$ cat config.mk
export PLATFORM = sky130hd
export DESIGN_NAME = packed_cfg_arbiter
export DESIGN_NICKNAME = d
export VERILOG_FILES = /design/src/rtl/packed_cfg_arbiter.sv
export SDC_FILE = /design/constraint.sdc
export NUM_CORES = 1
export LEC_CHECK = 0
export CORE_AREA = 8 8 49 51
export CTS_CLUSTER_DIAMETER = 150
export DETAILED_ROUTE_END_ITERATION = 6
export DIE_AREA = 0 0 57 59
export MAX_ROUTING_LAYER = met4
export PLACE_DENSITY_LB_ADDON = 0.05
export SETUP_SLACK_MARGIN = 0.1
export SLEW_MARGIN = 10
export SYNTH_ARGS = -nofsm -noshare
export SYNTH_HDL_FRONTEND = slang
export SYNTH_SLANG_ARGS = --single-unit
$ cat constraint.sdc
create_clock -name clk -period 2.4 [get_ports clk]
set_clock_uncertainty 0.15 [all_clocks]
set_input_delay 0.48 -clock clk [delete_from_list [all_inputs] [get_ports clk]]
set_output_delay 0.48 -clock clk [all_outputs]
set_load 0.1 [all_outputs]
$ cat src/rtl/packed_cfg_arbiter.sv
// packed_cfg_arbiter
// Shares one registered 5-bit config word between two requesters that use
// different field splits ({a[1:0],b[2:0]} and {a[2:0],b[1:0]}). A granted word
// is registered onto o and held for HOLD_CYCLES cycles before the next grant.
// Arbitration is round-robin unless PACKED_CFG_ARB_FIXED_PRIO_EN is defined,
// in which case requester 0 always wins a contention.
module packed_cfg_arbiter #(
    parameter logic [4:0] RESET_WORD  = 5'b11000,
    parameter int         HOLD_CYCLES = 2
) (
    input  logic       clk,
    input  logic       rst,
    input  logic       req0_valid,
    input  logic [1:0] req0_a,
    input  logic [2:0] req0_b,
    output logic       req0_ready,
    input  logic       req1_valid,
    input  logic [2:0] req1_a,
    input  logic [1:0] req1_b,
    output logic       req1_ready,
    output logic [4:0] o,
    output logic       o_src,
    output logic       o_update,
    output logic       o_busy
);

    // Counter load value: the FSM leaves HOLD on the edge after the counter
    // reaches zero, so loading N-1 yields exactly N busy cycles.
    localparam logic [3:0] HOLD_LOAD = 4'(HOLD_CYCLES - 1);

    typedef enum logic {
        IDLE = 1'b0,
        HOLD = 1'b1
    } state_t;

    state_t     state_reg;
    logic [3:0] cnt_reg;
    logic       ptr_reg;
    logic [4:0] o_reg;
    logic       o_src_reg;
    logic       o_update_reg;
    logic       o_busy_reg;

    logic [1:0] valid;
    logic [1:0] grant;
    logic [1:0] ready;
    logic [4:0] word [2];
    logic       take;
    logic       win_idx;
    logic [4:0] word_next;

    assign valid   = {req1_valid, req0_valid};
    // Field a always lands in the MSBs; the split point differs per requester.
    assign word[0] = {req0_a, req0_b};
    assign word[1] = {req1_a, req1_b};

    // Pick the winner among the valid requesters.
    always_comb begin
        grant = 2'b00;
`ifdef PACKED_CFG_ARB_FIXED_PRIO_EN
        if (valid[0]) begin
            grant = 2'b01;
        end else if (valid[1]) begin
            grant = 2'b10;
        end
`else
        if (valid == 2'b11) begin
            // Contention: the side that did not win last time goes next.
            grant = ptr_reg ? 2'b01 : 2'b10;
        end else begin
            grant = valid;
        end
`endif
    end

    // Ready is only offered in IDLE and never while reset is asserted.
    generate
        for (genvar gi = 0; gi < 2; gi++) begin : g_ready
            assign ready[gi] = !rst && (state_reg == IDLE) && grant[gi];
        end
    endgenerate

    assign take      = |ready;
    assign win_idx   = ready[1];
    assign word_next = word[win_idx];

    // Arbiter FSM: register the granted word, then hold it for HOLD_CYCLES.
    always_ff @(posedge clk) begin
        if (rst) begin
            state_reg    <= IDLE;
            cnt_reg      <= 4'd0;
            ptr_reg      <= 1'b1;
            o_reg        <= RESET_WORD;
            o_src_reg    <= 1'b0;
            o_update_reg <= 1'b0;
            o_busy_reg   <= 1'b0;
        end else begin
            o_update_reg <= 1'b0;
            case (state_reg)
                IDLE: begin
                    if (take) begin
                        o_reg        <= word_next;
                        o_src_reg    <= win_idx;
                        o_update_reg <= 1'b1;
                        o_busy_reg   <= 1'b1;
                        cnt_reg      <= HOLD_LOAD;
                        ptr_reg      <= win_idx;
                        state_reg    <= HOLD;
                    end
                end
                HOLD: begin
                    if (cnt_reg == 4'd0) begin
                        o_busy_reg <= 1'b0;
                        state_reg  <= IDLE;
                    end else begin
                        cnt_reg <= cnt_reg - 4'd1;
                    end
                end
                default: begin
                    state_reg  <= IDLE;
                    o_busy_reg <= 1'b0;
                end
            endcase
        end
    end

    assign req0_ready = ready[0];
    assign req1_ready = ready[1];
    assign o          = o_reg;
    assign o_src      = o_src_reg;
    assign o_update   = o_update_reg;
    assign o_busy     = o_busy_reg;

endmodule
==> reports/qor.csv <==
metric,value,unit
initial DRC count,12,
number of synthesized flops with an enable pin,0,
First-pass DRT Iterations,4,
Longest Clk Path Bufs,2,
Syn. warnings,0,
Fillers,149,
flop-to-flop setup slack,0.75,ns
Hold Path Stages,1,
worst-path maximum fanout,2,
post-synth top area share,0.399,
CP Capture Type,output pin,
pin count of the biggest net entering global routing,14,
Hold Crit Endpoint,o_busy$_SDFFE_PP0P_,
synthesis-stage register bit count,14,
final core occ,0.603,
"Avg Cell Area, Syn",9.12,um^2
core area,1650,um^2
hold path start,o_busy$_SDFFE_PP0P_,
max-slew violations,0,
P_leak,0.381,nW
FP Rows,15,
max reg flops,5,
Avg WL per Cell,14.6,um
gr usage total,0.119,
CTS tree,done,
Worst Setup Path Type,in -> out,
HP Class,reg -> reg,
fin crit share,0.926,
die area,3360,um^2
total CTS buffers,3,
Worst Tran Pin Value,0.387,ns
initial antenna violation count,0,
fin crit period,2.22,ns
Fin. Hold Viols,0,
Worst-path clk slew,0.08,ns
number of buffers added on ports,23,
max cap viols,0,
CP startpoint kind,input pin,
Area after DPL,960,um^2
"Distinct cells, synth",33,
Final Wtd Congestion,0.794,
Initial Util,0.425,
maximum VDD drop,0.000340,V
power density over the cells,678,nW/um^2
fin area,996,um^2
Setup TNS,0,ns
crit path from,req0_valid,
layout cell share with drive strength beyond 1,0.248,
remaining antenna violation count after routing,0,
count of cells resized by post-cts repair,0,
post-DR vias/cell,5.51,
unrepaired setup endpoints after global routing,no,
FF-to-FF End,cnt_reg[0]$_SDFFE_PP0P_,
post-synthesis instance total,77,
max frequency,450,MHz
Required @ worst endpoint,1.77,ns
Clk Tree Root Cell,clkbuf_4,
io pins,24,
Area Overhead vs Synth,41.9,%
Total Wirelength,1.78,mm
reg2reg start,cnt_reg[0]$_SDFFE_PP0P_,
Die Y,59,um
first-pass GRT wire length,3.15,mm
Final setup viols,0,
top_reg_cell synth,dfxtp_1,
DP HPWL,1.32,mm
dominant cell type by area after synthesis,dfxtp_1,
asr flop ratio synth,0,
Reg2Reg Depth,5,
Hold Buf Count CTS,0,
status,finished clean,
routed via count,672,
critical path data arrival time,1.59,ns
Post-CTS Setup Bufs,0,
Die Width,57,um
clock sink total,14,
Synth area leaders,"dfxtp_1 40%, nand3_1 5.7%, a211oi_2 3.6%, a31oi_1 3.6%, ha_1 3.6%",
most common cell in the netlist,dfxtp_1,
normalized max-slew margin,0.742,
Final #Nets,122,
Post-synth top cells,"14 x dfxtp_1, 8 x nand3_1, 5 x o21ai_0",
ANT cells,0,
total gr overflow,0,
post-synthesis sequential area ratio,0.399,
Mapped Nets,93,
vias in the first global route,705,
CTS H-tree depth,1,
Worst-Skew Late Latency,0.28,ns
Post-route DRC,0,
Post-Syn Area,702,um^2
## metrics by stage
step / cells / total power, W / hold WS [ns] / setup slack (ns)
3_5_place_dp: 118 / 0.000510 / 0.309 / 0.172
5_1_grt: 122 / 0.000712 / 0.358 / 0.123
4_1_cts: 122 / 0.000686 / 0.331 / 0.164
6_report: 122 / 0.000675 / 0.325 / 0.177
3_3_place_gp: 118 / 0.000509 / 0.300 / 0.193
2_1_floorplan: 77 / 0.000440 / 0.330 / 0.150
## metal layers
layer  part of all wire  global-route usage
met1               0.45               0.131
met2               0.50               0.191
met3              0.052              0.0386
met4             0.0067              0.0604
met5                  0                   -
## cell families after synthesis
group           synth area share
flops                      0.399
fa+ha+maj                 0.0356
simple gates               0.266
buf+inv                   0.0659
compound gates             0.234
## critical path: stages
cell and delay [ns]:
clkdlybuf4s50_1 0.45, a211oi_2 0.25, and2_1 0.22, buf_12 0.19
## placed cells by master, fill, tap and decap left out, types with 2 or more instances in the layout
| cell type | n |
|---|---|
| a211oi_2 | 2 |
| a21oi_1 | 3 |
| a31oi_1 | 4 |
| buf_12 | 2 |
| buf_4 | 13 |
| clkbuf_4 | 3 |
| clkdlybuf4s50_1 | 13 |
| dfxtp_1 | 14 |
| ha_1 | 2 |
| inv_1 | 4 |
| nand2b_1 | 2 |
| nand3_1 | 8 |
| nand4_1 | 3 |
| nand4b_1 | 2 |
| nor2_1 | 4 |
| o21ai_0 | 5 |
| o221ai_1 | 2 |
| or3_1 | 2 |
## cell type report
| cell class | count | area [um^2] | area share |
|---|---|---|---|
| Clock buffer | 4 | 36.3 | 0.0364 |
| Inverter | 4 | 15.0 | 0.0151 |
| Multi-Input combinational cell | 55 | 375 | 0.377 |
| Sequential cell | 14 | 280 | 0.281 |
| Tap cell | 17 | 21.3 | 0.0214 |
| Timing Repair Buffer | 28 | 268 | 0.269 |
## where the power goes
| group | switching, W | total, W | internal (W) |
|---|---|---|---|
| Combinational | 0.000158 | 0.000239 | 0.0000806 |
| Sequential | 0.0000144 | 0.000266 | 0.000251 |
| Clock | 0.0000785 | 0.000171 | 0.0000922 |
## worst max-delay path by stage
stage,endpoint,slack [ns]
floorplan,req1_ready,0.15
global placement,req1_ready,0.19
detailed placement,req1_ready,0.17
CTS,req1_ready,0.16
global route,req1_ready,0.12
finish,req1_ready,0.18
Power figures use the tool's default switching activity.
